<file path="src/rtl/ccd_timing_pkg.sv">
// CCD timing calculator shared definitions.
// Defaults, FSM encoding and blank-count width helper.
package ccd_timing_pkg;

    typedef enum logic [2:0] {
        IDLE,
        CALC,
        DERIVE,
        PEND,
        COMMIT
    } state_t;

    localparam int DEF_FRAME_PERIOD    = 1100;
    localparam int DEF_HEADBLANK_END   = 16;
    localparam int DEF_VREF_START      = 20;
    localparam int DEF_TAILBLANK_START = 1050;
    localparam int DEF_TAILBLANK_END   = 1080;
    localparam int DEF_EXP_START       = 1000;
    localparam int DEF_EXP_LINE_REG    = 156000;
    localparam int DEF_EXP_REG         = 160000;
    localparam int DEF_EXP_XSG         = DEF_EXP_REG - DEF_EXP_LINE_REG;

    function automatic int blank_wd(input int frame_wd, input int shift);
        return frame_wd + shift;
    endfunction

endpackage

</file>
<file path="src/rtl/ccd_timing_calc_if.sv">
// Register-set request and timing-result bundle.
// master drives requests, slave computes and returns results.
interface ccd_timing_calc_if #(
    parameter int FRAME_WD    = 16,
    parameter int EXP_WD      = 32,
    parameter int BLANK_SHIFT = 3
);
    import ccd_timing_pkg::*;

    localparam int BW = blank_wd(FRAME_WD, BLANK_SHIFT);

    logic                i_reg_active;
    logic                i_immediate;
    logic                i_frame_boundary;
    logic [FRAME_WD-1:0] iv_frame_period;
    logic [FRAME_WD-1:0] iv_headblank_end;
    logic [FRAME_WD-1:0] iv_vref_start;
    logic [FRAME_WD-1:0] iv_tailblank_start;
    logic [FRAME_WD-1:0] iv_tailblank_end;
    logic [FRAME_WD-1:0] iv_exp_line;
    logic [EXP_WD-1:0]   iv_exp_reg;

    logic [FRAME_WD-1:0] ov_frame_period;
    logic [FRAME_WD-1:0] ov_headblank_end;
    logic [FRAME_WD-1:0] ov_vref_start;
    logic [FRAME_WD-1:0] ov_tailblank_start;
    logic [FRAME_WD-1:0] ov_tailblank_end;
    logic [BW-1:0]       ov_headblank_num;
    logic [BW-1:0]       ov_tailblank_num;
    logic [FRAME_WD-1:0] ov_exp_start_reg;
    logic [EXP_WD-1:0]   ov_exp_line_reg;
    logic [EXP_WD-1:0]   ov_exp_reg;
    logic [EXP_WD-1:0]   ov_exp_xsg_reg;
    logic                o_busy;
    logic                o_update_pulse;

    modport master (
        output i_reg_active, i_immediate, i_frame_boundary,
        output iv_frame_period, iv_headblank_end, iv_vref_start,
        output iv_tailblank_start, iv_tailblank_end,
        output iv_exp_line, iv_exp_reg,
        input  ov_frame_period, ov_headblank_end, ov_vref_start,
        input  ov_tailblank_start, ov_tailblank_end,
        input  ov_headblank_num, ov_tailblank_num,
        input  ov_exp_start_reg, ov_exp_line_reg,
        input  ov_exp_reg, ov_exp_xsg_reg,
        input  o_busy, o_update_pulse
    );

    modport slave (
        input  i_reg_active, i_immediate, i_frame_boundary,
        input  iv_frame_period, iv_headblank_end, iv_vref_start,
        input  iv_tailblank_start, iv_tailblank_end,
        input  iv_exp_line, iv_exp_reg,
        output ov_frame_period, ov_headblank_end, ov_vref_start,
        output ov_tailblank_start, ov_tailblank_end,
        output ov_headblank_num, ov_tailblank_num,
        output ov_exp_start_reg, ov_exp_line_reg,
        output ov_exp_reg, ov_exp_xsg_reg,
        output o_busy, o_update_pulse
    );

endinterface

</file>
<file path="src/rtl/ccd_seq_mult.sv">
// Sequential shift-add multiplier, one multiplier bit per cycle.
// done is high in the final accumulation cycle; product is valid after it.
module ccd_seq_mult #(
    parameter int A_WD  = 16,
    parameter int B_WD  = 32,
    parameter int MCAND = 1560,
    parameter int P_WD  = 32
) (
    input  logic            clk,
    input  logic            reset,
    input  logic            start,
    input  logic [A_WD-1:0] a,
    output logic            done,
    output logic [P_WD-1:0] product
);

    localparam int AW = A_WD + B_WD;
    localparam int CW = $clog2(A_WD);

    logic [A_WD-1:0] mplier;
    logic [AW-1:0]   mcand;
    logic [AW-1:0]   acc;
    logic [CW-1:0]   cnt;
    logic            run;

    assign done    = run && (cnt == CW'(A_WD - 1));
    assign product = (|acc[AW-1:P_WD]) ? '1 : acc[P_WD-1:0];

    // Restartable accumulate loop; start always wins over a run in flight.
    always_ff @(posedge clk) begin
        if (reset) begin
            run    <= 1'b0;
            acc    <= '0;
            mplier <= '0;
            mcand  <= '0;
            cnt    <= '0;
        end else if (start) begin
            run    <= 1'b1;
            acc    <= '0;
            mplier <= a;
            mcand  <= {{A_WD{1'b0}}, B_WD'(MCAND)};
            cnt    <= '0;
        end else if (run) begin
            if (mplier[0]) acc <= acc + mcand;
            mplier <= mplier >> 1;
            mcand  <= mcand << 1;
            cnt    <= cnt + 1'b1;
            if (done) run <= 1'b0;
        end
    end

endmodule

</file>
<file path="src/rtl/ccd_timing_calc.sv">
// CCD vertical timing calculator with frame-synchronous register commit.
// Stages a register set, derives timing values, then publishes them atomically.
module ccd_timing_calc
    import ccd_timing_pkg::*;
#(
    parameter int FRAME_WD    = 16,
    parameter int EXP_WD      = 32,
    parameter int LINE_PIX    = 1560,
    parameter int BLANK_SHIFT = 3,
    parameter int HEAD_OFS    = 6,
    parameter int HEAD_SUB    = 8,
    parameter int XSG_LINES   = 4
) (
    input  logic             clk,
    input  logic             reset,
    ccd_timing_calc_if.slave bus
);

    localparam int BW = blank_wd(FRAME_WD, BLANK_SHIFT);
    localparam int FW = FRAME_WD;

    state_t state;
    logic   pulse;
    logic   commit;

    logic          m_done;
    logic [EXP_WD-1:0] m_prod;

    logic [FW-1:0]     stg_fp, stg_hb, stg_vref, stg_ts, stg_te, stg_el;
    logic [EXP_WD-1:0] stg_er;
    logic              stg_imm;

    logic [FW-1:0]     p_fp, p_hbe, p_vref, p_ts, p_te, p_start;
    logic [BW-1:0]     p_hbn, p_tbn;
    logic [EXP_WD-1:0] p_lr, p_er, p_xsg;

    logic [FW-1:0]     r_fp, r_hbe, r_vref, r_ts, r_te, r_start;
    logic [BW-1:0]     r_hbn, r_tbn;
    logic [EXP_WD-1:0] r_lr, r_er, r_xsg;

    logic [FW:0]       d_sum, d_fpx, d_hb6;
    logic [FW-1:0]     d_fp, d_start, d_hbd, d_tbd;
    logic [BW-1:0]     d_hbn, d_tbn;
    logic [EXP_WD-1:0] d_xsg;

    ccd_seq_mult #(
        .A_WD  (FRAME_WD),
        .B_WD  (EXP_WD),
        .MCAND (LINE_PIX),
        .P_WD  (EXP_WD)
    ) u_mult (
        .clk     (clk),
        .reset   (reset),
        .start   (bus.i_reg_active),
        .a       (bus.iv_exp_line),
        .done    (m_done),
        .product (m_prod)
    );

    assign commit = (state == COMMIT) ||
                    ((state == PEND) && bus.i_frame_boundary);

    // Derived timing values from the staged set and the finished product.
    always_comb begin
        d_sum   = {1'b0, stg_el} + (FW+1)'(XSG_LINES);
        d_fpx   = (d_sum > {1'b0, stg_fp}) ? d_sum : {1'b0, stg_fp};
        d_fp    = d_fpx[FW] ? '1 : d_fpx[FW-1:0];
        d_start = d_fp - stg_el;
        d_hb6   = {1'b0, stg_hb} + (FW+1)'(HEAD_OFS);
        d_hbd   = d_hb6[FW-1:0] - FW'(HEAD_SUB);
        d_hbn   = (d_hb6 < (FW+1)'(HEAD_SUB)) ? '0
                : {d_hbd, {BLANK_SHIFT{1'b0}}};
        d_tbd   = stg_te - stg_ts;
        d_tbn   = (stg_te < stg_ts) ? '0
                : {d_tbd, {BLANK_SHIFT{1'b0}}};
        d_xsg   = (stg_er < m_prod) ? '0 : stg_er - m_prod;
    end

    // Staging on request, pending set captured in DERIVE.
    always_ff @(posedge clk) begin
        if (bus.i_reg_active) begin
            stg_fp   <= bus.iv_frame_period;
            stg_hb   <= bus.iv_headblank_end;
            stg_vref <= bus.iv_vref_start;
            stg_ts   <= bus.iv_tailblank_start;
            stg_te   <= bus.iv_tailblank_end;
            stg_el   <= bus.iv_exp_line;
            stg_er   <= bus.iv_exp_reg;
            stg_imm  <= bus.i_immediate;
        end
        if (state == DERIVE) begin
            p_fp    <= d_fp;
            p_start <= d_start;
            p_hbe   <= d_hb6[FW-1:0];
            p_vref  <= stg_vref;
            p_ts    <= stg_ts;
            p_te    <= stg_te;
            p_hbn   <= d_hbn;
            p_tbn   <= d_tbn;
            p_lr    <= m_prod;
            p_er    <= stg_er;
            p_xsg   <= d_xsg;
        end
    end

    // Control FSM with registered outputs; a new request always restarts.
    always_ff @(posedge clk) begin
        if (reset) begin
            state   <= IDLE;
            pulse   <= 1'b0;
            r_fp    <= FW'(DEF_FRAME_PERIOD);
            r_hbe   <= FW'(DEF_HEADBLANK_END);
            r_vref  <= FW'(DEF_VREF_START);
            r_ts    <= FW'(DEF_TAILBLANK_START);
            r_te    <= FW'(DEF_TAILBLANK_END);
            r_start <= FW'(DEF_EXP_START);
            r_hbn   <= '0;
            r_tbn   <= '0;
            r_lr    <= EXP_WD'(DEF_EXP_LINE_REG);
            r_er    <= EXP_WD'(DEF_EXP_REG);
            r_xsg   <= EXP_WD'(DEF_EXP_XSG);
        end else begin
            pulse <= commit;
            if (commit) begin
                r_fp    <= p_fp;
                r_hbe   <= p_hbe;
                r_vref  <= p_vref;
                r_ts    <= p_ts;
                r_te    <= p_te;
                r_start <= p_start;
                r_hbn   <= p_hbn;
                r_tbn   <= p_tbn;
                r_lr    <= p_lr;
                r_er    <= p_er;
                r_xsg   <= p_xsg;
            end
            if (bus.i_reg_active) begin
                state <= CALC;
            end else begin
                unique case (state)
                    IDLE:    state <= IDLE;
                    CALC:    if (m_done) state <= DERIVE;
                    DERIVE:  state <= stg_imm ? COMMIT : PEND;
                    PEND:    if (bus.i_frame_boundary) state <= IDLE;
                    COMMIT:  state <= IDLE;
                    default: state <= IDLE;
                endcase
            end
        end
    end

    assign bus.ov_frame_period    = r_fp;
    assign bus.ov_headblank_end   = r_hbe;
    assign bus.ov_vref_start      = r_vref;
    assign bus.ov_tailblank_start = r_ts;
    assign bus.ov_tailblank_end   = r_te;
    assign bus.ov_headblank_num   = r_hbn;
    assign bus.ov_tailblank_num   = r_tbn;
    assign bus.ov_exp_start_reg   = r_start;
    assign bus.ov_exp_line_reg    = r_lr;
    assign bus.ov_exp_reg         = r_er;
    assign bus.ov_exp_xsg_reg     = r_xsg;
    assign bus.o_busy             = (state != IDLE);
    assign bus.o_update_pulse     = pulse;

endmodule

</file>
<file path="src/flat_wrapper.sv">
// flat-port wrapper written by rule: the top's interface ports become plain ports
module ccd_timing_calc_flat import ccd_timing_pkg::*;
#(
    parameter int FRAME_WD    = 16,
    parameter int EXP_WD      = 32,
    parameter int LINE_PIX    = 1560,
    parameter int BLANK_SHIFT = 3,
    parameter int HEAD_OFS    = 6,
    parameter int HEAD_SUB    = 8,
    parameter int XSG_LINES   = 4
)
  (clk, reset, bus_i_reg_active, bus_i_immediate, bus_i_frame_boundary, bus_iv_frame_period, bus_iv_headblank_end, bus_iv_vref_start, bus_iv_tailblank_start, bus_iv_tailblank_end, bus_iv_exp_line, bus_iv_exp_reg, bus_ov_frame_period, bus_ov_headblank_end, bus_ov_vref_start, bus_ov_tailblank_start, bus_ov_tailblank_end, bus_ov_headblank_num, bus_ov_tailblank_num, bus_ov_exp_start_reg, bus_ov_exp_line_reg, bus_ov_exp_reg, bus_ov_exp_xsg_reg, bus_o_busy, bus_o_update_pulse);
  ccd_timing_calc_if #(.FRAME_WD(FRAME_WD), .EXP_WD(EXP_WD), .BLANK_SHIFT(BLANK_SHIFT)) bus_i ();
  input  logic clk;
  input  logic reset;
  input wire logic [$bits(bus_i.i_reg_active)-1:0] bus_i_reg_active;
  input wire logic [$bits(bus_i.i_immediate)-1:0] bus_i_immediate;
  input wire logic [$bits(bus_i.i_frame_boundary)-1:0] bus_i_frame_boundary;
  input wire logic [$bits(bus_i.iv_frame_period)-1:0] bus_iv_frame_period;
  input wire logic [$bits(bus_i.iv_headblank_end)-1:0] bus_iv_headblank_end;
  input wire logic [$bits(bus_i.iv_vref_start)-1:0] bus_iv_vref_start;
  input wire logic [$bits(bus_i.iv_tailblank_start)-1:0] bus_iv_tailblank_start;
  input wire logic [$bits(bus_i.iv_tailblank_end)-1:0] bus_iv_tailblank_end;
  input wire logic [$bits(bus_i.iv_exp_line)-1:0] bus_iv_exp_line;
  input wire logic [$bits(bus_i.iv_exp_reg)-1:0] bus_iv_exp_reg;
  output wire logic [$bits(bus_i.ov_frame_period)-1:0] bus_ov_frame_period;
  output wire logic [$bits(bus_i.ov_headblank_end)-1:0] bus_ov_headblank_end;
  output wire logic [$bits(bus_i.ov_vref_start)-1:0] bus_ov_vref_start;
  output wire logic [$bits(bus_i.ov_tailblank_start)-1:0] bus_ov_tailblank_start;
  output wire logic [$bits(bus_i.ov_tailblank_end)-1:0] bus_ov_tailblank_end;
  output wire logic [$bits(bus_i.ov_headblank_num)-1:0] bus_ov_headblank_num;
  output wire logic [$bits(bus_i.ov_tailblank_num)-1:0] bus_ov_tailblank_num;
  output wire logic [$bits(bus_i.ov_exp_start_reg)-1:0] bus_ov_exp_start_reg;
  output wire logic [$bits(bus_i.ov_exp_line_reg)-1:0] bus_ov_exp_line_reg;
  output wire logic [$bits(bus_i.ov_exp_reg)-1:0] bus_ov_exp_reg;
  output wire logic [$bits(bus_i.ov_exp_xsg_reg)-1:0] bus_ov_exp_xsg_reg;
  output wire logic [$bits(bus_i.o_busy)-1:0] bus_o_busy;
  output wire logic [$bits(bus_i.o_update_pulse)-1:0] bus_o_update_pulse;
  assign bus_i.i_reg_active = bus_i_reg_active;
  assign bus_i.i_immediate = bus_i_immediate;
  assign bus_i.i_frame_boundary = bus_i_frame_boundary;
  assign bus_i.iv_frame_period = bus_iv_frame_period;
  assign bus_i.iv_headblank_end = bus_iv_headblank_end;
  assign bus_i.iv_vref_start = bus_iv_vref_start;
  assign bus_i.iv_tailblank_start = bus_iv_tailblank_start;
  assign bus_i.iv_tailblank_end = bus_iv_tailblank_end;
  assign bus_i.iv_exp_line = bus_iv_exp_line;
  assign bus_i.iv_exp_reg = bus_iv_exp_reg;
  assign bus_ov_frame_period = bus_i.ov_frame_period;
  assign bus_ov_headblank_end = bus_i.ov_headblank_end;
  assign bus_ov_vref_start = bus_i.ov_vref_start;
  assign bus_ov_tailblank_start = bus_i.ov_tailblank_start;
  assign bus_ov_tailblank_end = bus_i.ov_tailblank_end;
  assign bus_ov_headblank_num = bus_i.ov_headblank_num;
  assign bus_ov_tailblank_num = bus_i.ov_tailblank_num;
  assign bus_ov_exp_start_reg = bus_i.ov_exp_start_reg;
  assign bus_ov_exp_line_reg = bus_i.ov_exp_line_reg;
  assign bus_ov_exp_reg = bus_i.ov_exp_reg;
  assign bus_ov_exp_xsg_reg = bus_i.ov_exp_xsg_reg;
  assign bus_o_busy = bus_i.o_busy;
  assign bus_o_update_pulse = bus_i.o_update_pulse;
  ccd_timing_calc #(.FRAME_WD(FRAME_WD), .EXP_WD(EXP_WD), .LINE_PIX(LINE_PIX), .BLANK_SHIFT(BLANK_SHIFT), .HEAD_OFS(HEAD_OFS), .HEAD_SUB(HEAD_SUB), .XSG_LINES(XSG_LINES)) u_core (.clk(clk), .reset(reset), .bus(bus_i));
endmodule
</file>
<file path="config.mk">
export PLATFORM = sky130hd
export DESIGN_NAME = ccd_timing_calc_flat
export DESIGN_NICKNAME = d
export VERILOG_FILES = /design/src/rtl/ccd_timing_pkg.sv /design/src/rtl/ccd_timing_calc_if.sv /design/src/rtl/ccd_seq_mult.sv /design/src/rtl/ccd_timing_calc.sv /design/src/flat_wrapper.sv
export SDC_FILE = /design/constraint.sdc
export NUM_CORES = 1
export LEC_CHECK = 0
export ABC_AREA = 0
export CAP_MARGIN = 25
export CORE_ASPECT_RATIO = 1.5
export CORE_MARGIN = 4
export CORE_UTILIZATION = 35
export DETAILED_ROUTE_END_ITERATION = 10
export PLACE_DENSITY_LB_ADDON = 0.08
export SYNTH_ARGS = -nofsm -noshare
export SYNTH_HDL_FRONTEND = slang
export SYNTH_SLANG_ARGS = --single-unit
</file>
<file path="constraint.sdc">
create_clock -name clk -period 30.9 [get_ports clk]
set_clock_uncertainty 0.1 [all_clocks]
set_input_delay 3.09 -clock clk [delete_from_list [all_inputs] [get_ports clk]]
set_output_delay 3.09 -clock clk [all_outputs]
set_load 0.02 [all_outputs]
</file>
# Word-level counts from Yosys, hierarchy flattened
# Cells that the tools add are included.
[op_classes] n_mux=15 reduce_logical=10 magnitude_cmp=4 eq_ne=9 addsub=8
[op_table] operator="$add A48 B48 Y48" count=1
[op_table] operator="$mux W16" count=3
[op_table] operator="$add A16 B3 Y17 const B" count=2
[op_table] operator="$lt A32 B32 Y1" count=1
[op_table] operator="$mux W32" count=1
[op_table] operator="$sub A16 B16 Y16" count=2
[op_table] operator="$sub A32 B32 Y32" count=1
[op_table] operator="$mux W11" count=2
[op_table] operator="$gt A17 B16 Y1" count=1
[op_table] operator="$lt A17 B4 Y1 const B" count=1
[op_table] operator="$mux W17" count=1
[op_table] operator="$lt A16 B16 Y1" count=1
[op_table] operator="$reduce_or A16 Y1" count=1
[op_table] operator="$sub A16 B4 Y16 const B" count=1
[op_table] operator="$mux W3" count=3
[op_table] operator="$pmux W3 S3" count=1
[op_table] operator="$eq A3 B2 Y1 const B" count=2
[op_table] operator="$reduce_and A2 Y1" count=3
[op_table] operator="$add A4 B1 Y4 const B" count=1
[op_table] operator="$eq A4 B4 Y1 const B" count=1
[op_table] operator="$mux W1" count=4
[op_table] operator="$eq A3 B1 Y1 const B" count=1
[op_table] operator="$eq A3 B3 Y1 const B" count=1
[op_table] operator="$ne A3 B2 Y1 const B" count=1
[op_table] operator="other kinds (8)" count=9
[totals] output_inout_bits=232 reg_bits=707

# Longest topological paths before layout
# Gate-level depths: netlist of run 1.
[logic_depth] word_depth=5 depth_mapped=26 depth_no_buf=26

# Modules after synthesis
# From an unflattened synthesis of run 1, not the netlist that was laid out.
[hier_totals] hier_cells=2902 area_unflattened_um2=29864.9
[by_module_without_submodules] module="ccd_timing_calc" cells_per_inst=2058 area_per_inst_um2=23152.2 instances=1
[by_module_without_submodules] module="ccd_seq_mult" cells_per_inst=844 area_per_inst_um2=6712.7 instances=1

# Worst setup path after synthesis of run 1
# No wires, ideal clock.
[synth_timing] path_type="flip-flop to flip-flop" from="register u_core.state[1]" to="register u_core.state[2]" path_slack_ps=12685 stages_incl_launch_ff=4 t_arrival_ps=17960 required_time_ps=30645 path_cell_list="dfxtp_1 > clkbuf_1 > nor3b_1 > and3_1"
[synth_between] elab_chain_cells=3
[synth_lines] element="from (decl)" line="ccd_timing_calc.sv:22" text="state_t state;"
[synth_lines] element="from (signal assigned)" line="ccd_timing_calc.sv:143" text="DERIVE: state <= stg_imm ? COMMIT : PEND;"
[synth_lines] element="$eq A3 B1 Y1 or $eq A3 B2 Y1 (tied branches)" line="ccd_timing_calc.sv:140" text="unique case (state)"
[synth_lines] element="$ne A2 B1 Y1 (no source line) or $ne A2 B2 Y1 (tied branches)"
[synth_lines] element="$reduce_and A2 Y1 (no source line)"
# Parallel ways exist; a longest one is shown, timed or not.
# A chain may end at the register's enable or synchronous reset.

# Worst setup path after layout of run 1
[layout_timing] from="register u_core.stg_el[4]" to="register u_core.p_start[14], data pin"
[layout_between] elab_chain_cells=5
[layout_lines] element="from (decl)" line="ccd_timing_calc.sv:29" text="logic [FW-1:0] stg_fp, stg_hb, stg_vref, stg_ts, stg_te, stg_el;"
[layout_lines] element="from (signal assigned)" line="ccd_timing_calc.sv:87" text="stg_el <= bus.iv_exp_line;"
[layout_lines] element="$add A16 B3 Y17" line="ccd_timing_calc.sv:65" text="d_sum = {1'b0, stg_el} + (FW+1)'(XSG_LINES);"
[layout_lines] element="$gt A17 B16 Y1" line="ccd_timing_calc.sv:66" text="d_fpx = (d_sum > {1'b0, stg_fp}) ? d_sum : {1'b0, stg_fp};"
[layout_lines] element="$mux W17" line="ccd_timing_calc.sv:66"
[layout_lines] element="$mux W16" line="ccd_timing_calc.sv:67" text="d_fp = d_fpx[FW] ? '1 : d_fpx[FW-1:0];"
[layout_lines] element="$sub A16 B16 Y16 *" line="ccd_timing_calc.sv:68" text="d_start = d_fp - stg_el;"
[layout_lines] element="named net u_core.d_start[14]" line="ccd_timing_calc.sv:42" text="logic [FW-1:0] d_fp, d_start, d_hbd, d_tbd;"
[layout_lines] element="to (signal assigned)" line="ccd_timing_calc.sv:93" text="p_start <= d_start;"
[layout_lines] element="to (decl)" line="ccd_timing_calc.sv:33" text="logic [FW-1:0] p_fp, p_hbe, p_vref, p_ts, p_te, p_start;"
# The timed path passes the listed nets; every way through them passes the cells marked *.

==> results.sh, run 1 <==
export IMPL_routed_wirelength_um=86600
export IMPL_cts_tree="yes"
export IMPL_track_usage=0.187
export IMPL_grt_max_degree=89
export IMPL_fin_util=0.437
export IMPL_fp_dieW_um=247
export IMPL_cts_buffers=72
export IMPL_hpwl_um=61900
export IMPL_netlist_area_sq_um=29900
export IMPL_p_per_area_nw_per_um2=56.1
export IMPL_worst_setup_path_start_kind="register"
export IMPL_ctsResizeCount=0
export IMPL_path_max_fanout=19
export IMPL_worst_slew_pin_transition_ns=0.981
export IMPL_yosysMostFrequentCell="nand2_1"
export IMPL_port_buffers=358
export IMPL_syn_avg_cell_area_sq_um=10.2
export IMPL_synth_seq_cells=688
export IMPL_required_ns=31.17
export IMPL_nets=3515
export IMPL_drc=0
export IMPL_hold_ws_ns=0.319
export IMPL_synthCells=2933
export IMPL_drt_initial_drc_count=1082
export IMPL_initial_utilization=0.352
export IMPL_rr_startpoint="u_core.stg_el[4]"
export IMPL_routabilityCongestion=0.861
export IMPL_ant_nets=0
export IMPL_die_y_um=366
export IMPL_largestRegisters="u_core.u_mult.acc (45), u_core.u_mult.mcand (45)"
export IMPL_post_route_period_util=0.208
export IMPL_worst_slack_ns=24.47
export IMPL_intPower_mw=1.59
export IMPL_gr_total_overflow=0
export IMPL_via_per_inst=4.95
export IMPL_clock_root_buffer="clkbuf_16"
export IMPL_vdd_drop_max_v=0.0000375
export IMPL_status="finished clean"
export IMPL_synth_top_area_cell="edfxtp_1"
export IMPL_p_comb_frac=0.085
export IMPL_cap_violations=0
export IMPL_crit_top_cell="a21oi_1"
export IMPL_netSwitchingFraction=0.237
export IMPL_relSlewSlack=0.344
export IMPL_yosys_area_top_type_share=0.352
export IMPL_max_freq_mhz=156
export IMPL_drv_slew=0
export IMPL_postCtsHoldBufs=0
export IMPL_worst_setup_path_end_kind="register"
export IMPL_finalHoldViolations=0
export IMPL_power_switching_mw=0.494
export IMPL_clk_latency_ns=0.64
export IMPL_slowest_stage="nand2_1"
export IMPL_rows=131
export IMPL_ios=365
export IMPL_dieArea_sq_um=90300
export IMPL_antenna_found_initial=3
export IMPL_dp_slack_ns=24.09
export IMPL_hold_class="reg2reg"
export IMPL_clkPwrFrac=0.434
export IMPL_synth_top_cells_by_count="594 x nand2_1, 351 x edfxtp_1, 337 x dfxtp_1"
export IMPL_synth_edf_count=351
export IMPL_leakagePower_nw=13.6
export IMPL_clk_pin_slew_ns=0.06
export IMPL_p_seq_frac=0.481
export IMPL_period_needed_ns=6.43
export IMPL_vias=22000
export IMPL_cts_setup_buffers=0
export IMPL_crit_path_max_incr_delay_ns=0.73
export IMPL_clockBufferDepth=3
export IMPL_yosys_top_cells_area="edfxtp_1 35%, dfxtp_1 23%, nand2_1 7.5%"
export IMPL_drive_gt1_frac=0.0559
export IMPL_grt_pass1_vias=22200
export IMPL_synth_ff_type="edfxtp_1"
export IMPL_rsz0062_at_grt="no"
export IMPL_core_sq_um=84900
export IMPL_cts_htree_levels=3
export IMPL_setup_viol=0
export IMPL_design_area_sq_um=37100
export IMPL_worstSetupPathType="reg2reg"
export IMPL_area_growth_pct=24.0
export IMPL_cts_sinks=688
export IMPL_drt_wirelength_per_cell_um=19.5
export IMPL_placed_area_sq_um=34500
export IMPL_crit_start="u_core.stg_el[4]"
export IMPL_synth_warnings=0
export IMPL_grt_pass1_wl_um=132000
export IMPL_arrival_ns=6.70
export IMPL_dr_pass1_iters=5
export IMPL_synth_seq_area_share=0.578
export IMPL_fin_setup_tns_ns=0
export IMPL_ys_types=68
export IMPL_hold_start="u_core.stg_vref[8]"
export IMPL_postSynth_asyncResetShare=0
==> path summary, 6_finish.rpt <==
path / endpoint / slack (ns) / cells past startpoint
worst max-delay path: u_core.p_start[14] / 24.47 / 27
worst min-delay path: u_core.p_vref[8] / 0.32 / 0
worst max register to register: u_core.p_start[14] / 24.47 / 27
worst min register to register: u_core.p_vref[8] / 0.32 / 0
==> worst max-delay path: cells and delay by family, from the launching register on <==
kind                       cells  cell delay [ns]
AOI/OAI and AO/OA             11             2.16
and+or+nand+nor                7             1.60
adders and majority gates      3             0.84
buffers and inverters          3             0.49
DFF                            1             0.41
muxes                          1             0.31
xor gates and xnor gates       2             0.28
==> cell usage in the layout, fill, tap and decap left out, drive strengths merged, types with 15 or more instances in the layout <==
master,Yosys,layout
clkinv,0,26
nand2b,15,15
clkdlybuf4s50,0,356
ha,127,127
nand3b,45,45
nand2,594,594
xnor2,71,71
dfxtp,337,337
clkbuf,126,95
a211oi,22,22
a31oi,16,16
o21ai,71,71
nor2b,20,20
nand4,23,23
o211ai,17,17
o21a,20,20
a21o,42,42
a21oi,318,318
nand3,38,38
edfxtp,351,351
mux2i,77,77
nor2,201,201
or2,29,29
buf,20,27
and3,16,16
nor3,41,41
xor2,36,36
inv,129,132
==> power groups by stage <==
stage	sequential, mW	clock (mW)	combinational, mW
2_1_floorplan	1.01	0	0.120
3_3_place_gp	1.02	0	0.176
3_5_place_dp	1.02	0	0.177
4_1_cts	1.00	0.932	0.179
5_1_grt	1.00	0.971	0.198
6_report	0.999	0.903	0.177
==> per-stage QoR <==
step           total power, mW  std cells
2_1_floorplan             1.13       2938
3_3_place_gp              1.20       4303
3_5_place_dp              1.20       4304
4_1_cts                   2.11       4438
5_1_grt                   2.17       4441
6_report                  2.08       4442
==> per-layer routing <==
metal | GRT usage | vias to the layer above | part of all wire
met5 | 0 | - | 0.00022
met4 | 0.0634 | 4 | 0.034
met3 | 0.0369 | 142 | 0.051
met2 | 0.344 | 487 | 0.52
met1 | 0.214 | 10500 | 0.40
li1 | - | 10800 | -
==> final cells by class <==
class,count,area (sq um)
fill,8269,47800
inverter,129,484
sequential,688,17300
tap,1130,1410
clock inverter,40,418
timing repair buffer,385,3830
clock buffer,94,2050
multi-input combinational,1975,11600
antenna,1,2.50
==> logic make-up (layout without fill, tap and decap cells) <==
logic type,Yosys count,after routing,share of synthesized area
xor+xnor,107,107,0.0313
mux,77,77,0.0258
fa+ha+maj,131,131,0.0558
flops,688,688,0.578
simple gates,1079,1079,0.159
compound gates,575,575,0.114
other cells,1,7,0.000125
buf+inv,275,648,0.0359
Note: power is estimated with default switching activity, not from simulation.
==> run 2, diff against run 1 <==
==> constraint.sdc (replaced) <==
create_clock -name clk -period 6 [get_ports clk]
set_clock_uncertainty 0.1 [all_clocks]
set_input_delay 0.6 -clock clk [delete_from_list [all_inputs] [get_ports clk]]
set_output_delay 0.6 -clock clk [all_outputs]
set_load 0.02 [all_outputs]
==> results.sh, run 2 (same netlist as run 1, synthesis figures left out) <==
export IMPL_drt_wirelength_per_cell_um=19.3
export IMPL_design_area_sq_um=37200
export IMPL_clk_latency_ns=0.64
export IMPL_nets=3515
export IMPL_fp_dieW_um=247
export IMPL_cts_sinks=688
export IMPL_p_comb_frac=0.085
export IMPL_routed_wirelength_um=85600
export IMPL_max_freq_mhz=176
export IMPL_clkPwrFrac=0.438
export IMPL_drc=0
export IMPL_path_max_fanout=4
export IMPL_antenna_found_initial=2
export IMPL_gr_total_overflow=0
export IMPL_relSlewSlack=0.377
export IMPL_grt_pass1_vias=22200
export IMPL_finalHoldViolations=0
export IMPL_hpwl_um=61300
export IMPL_port_buffers=358
export IMPL_cts_setup_buffers=0
export IMPL_drt_initial_drc_count=1060
export IMPL_leakagePower_nw=13.7
export IMPL_ant_nets=0
export IMPL_hold_ws_ns=0.320
export IMPL_seq_area_sq_um=17300
export IMPL_intPower_mw=8.22
export IMPL_core_sq_um=84900
export IMPL_p_total_mw=10.8
export IMPL_worst_setup_path_start_kind="register"
export IMPL_cap_violations=0
export IMPL_arrival_ns=5.95
export IMPL_dr_pass1_iters=5
export IMPL_setup_viol=0
export IMPL_final_cell_mix="594 x nand2_1, 356 x clkdlybuf4s50_1, 351 x edfxtp_1"
export IMPL_via_per_inst=4.93
export IMPL_largestRegisters="u_core.u_mult.acc (45), u_core.u_mult.mcand (45)"
export IMPL_p_seq_frac=0.477
export IMPL_power_switching_mw=2.57
export IMPL_rsz0062_at_grt="no"
export IMPL_track_usage=0.185
export IMPL_rows=131
export IMPL_ctsResizeCount=1
export IMPL_period_needed_ns=5.68
export IMPL_dieArea_sq_um=90300
export IMPL_netSwitchingFraction=0.238
export IMPL_grt_max_degree=182
export IMPL_clock_root_buffer="clkbuf_16"
export IMPL_status="finished clean"
export IMPL_clockBufferDepth=3
export IMPL_worst_slew_pin_transition_ns=0.934
export IMPL_n_fill_cell=8218
export IMPL_post_route_period_util=0.946
export IMPL_initial_utilization=0.352
export IMPL_fin_setup_tns_ns=0
export IMPL_multi_input_area_sq_um=11600
export IMPL_placed_area_sq_um=34600
export IMPL_routabilityCongestion=0.837
export IMPL_die_y_um=366
export IMPL_p_per_area_nw_per_um2=290
export IMPL_vdd_drop_max_v=0.000360
export IMPL_area_growth_pct=24.3
export IMPL_hold_class="reg2reg"
export IMPL_drive_gt1_frac=0.0592
export IMPL_cts_htree_levels=3
export IMPL_cts_buffers=73
export IMPL_worst_setup_path_end_kind="register"
export IMPL_vias=21900
export IMPL_final_common_cell="nand2_1"
export IMPL_ios=365
export IMPL_required_ns=6.27
export IMPL_grt_pass1_wl_um=131000
export IMPL_cts_tree="yes"
export IMPL_drv_slew=0
export IMPL_postCtsHoldBufs=0
export IMPL_fin_util=0.438
export IMPL_worstSetupPathType="reg2reg"
export IMPL_clk_pin_slew_ns=0.06
[run 2: changes by cell type in the layout (fill, tap and decap cells not counted), moves of 2 or more]
cell	delta
a21oi_1	-2
a21oi_2	+2
buf_12	+2
buf_4	-3
buf_6	+2
bufinv_16	+4
clkbuf_1	-3
clkbuf_16	-4
clkbuf_8	-3
clkinv_2	+5
[run 2: stage by stage]
stage	instances	setup slack, ns
6_report	4444	0.322
5_1_grt	4442	0.0475
2_1_floorplan	2938	-0.725
3_5_place_dp	4305	-0.0454
3_3_place_gp	4304	-0.00788
4_1_cts	4441	0.119
[run 2: path summary, 6_finish.rpt]
path | cells past startpoint | end | slack (ns) | start
worst max-delay path | 23 | u_core.p_start[14] | 0.32 | u_core.stg_el[4]
worst min-delay path | 0 | u_core.p_vref[1] | 0.32 | u_core.stg_vref[1]
worst min register to register | 0 | u_core.p_vref[1] | 0.32 | u_core.stg_vref[1]
worst max register to register | 23 | u_core.p_start[14] | 0.32 | u_core.stg_el[4]
[run 2: final cells by class]
cell class / count / share of cell area
diodes: 2 / 0.000135
clock buffers: 84 / 0.0511
clock inverters: 52 / 0.0165
inverters: 129 / 0.0130
multi-input cells: 1975 / 0.313
flip-flops and latches: 688 / 0.465
well taps: 1130 / 0.0380
repair buffers: 384 / 0.103
[run 2: power by group through the flow]
| stage | registers [mW] | clock network, mW | logic, mW |
|---|---|---|---|
| after floorplan | 5.21 | 0 | 0.620 |
| after global placement | 5.24 | 0 | 0.901 |
| after detailed placement | 5.25 | 0 | 0.916 |
| after CTS | 5.14 | 4.89 | 0.922 |
| after global routing | 5.15 | 5.07 | 1.02 |
| final | 5.14 | 4.73 | 0.916 |
[run 2: layer usage]
metal / vias up / track usage / wire length [um]
li1: 10800 / - / -
met1: 10400 / 0.212 / 34100
met2: 483 / 0.342 / 44700
met3: 123 / 0.0352 / 4180
met4: 0 / 0.0623 / 2640
met5: - / 0 / 0
[run 2: worst max-delay path, cell delays in order (launching register included)]
cell	delay, ns
edfxtp_1	0.41
inv_1	0.13
nor4_4	0.36
and3_1	0.35
and2_1	0.22
xor2_1	0.10
ha_1	0.30
nand4_1	0.18
or4_1	0.55
nand2_1	0.15
mux2i_2	0.28
and2_1	0.17
ha_1	0.17
inv_1	0.05
fa_1	0.39
a21o_1	0.20
a21oi_2	0.17
o21bai_1	0.08
a21o_1	0.21
a21oi_2	0.19
o211ai_1	0.17
a31o_2	0.26
a21oi_1	0.17
xnor2_1	0.08
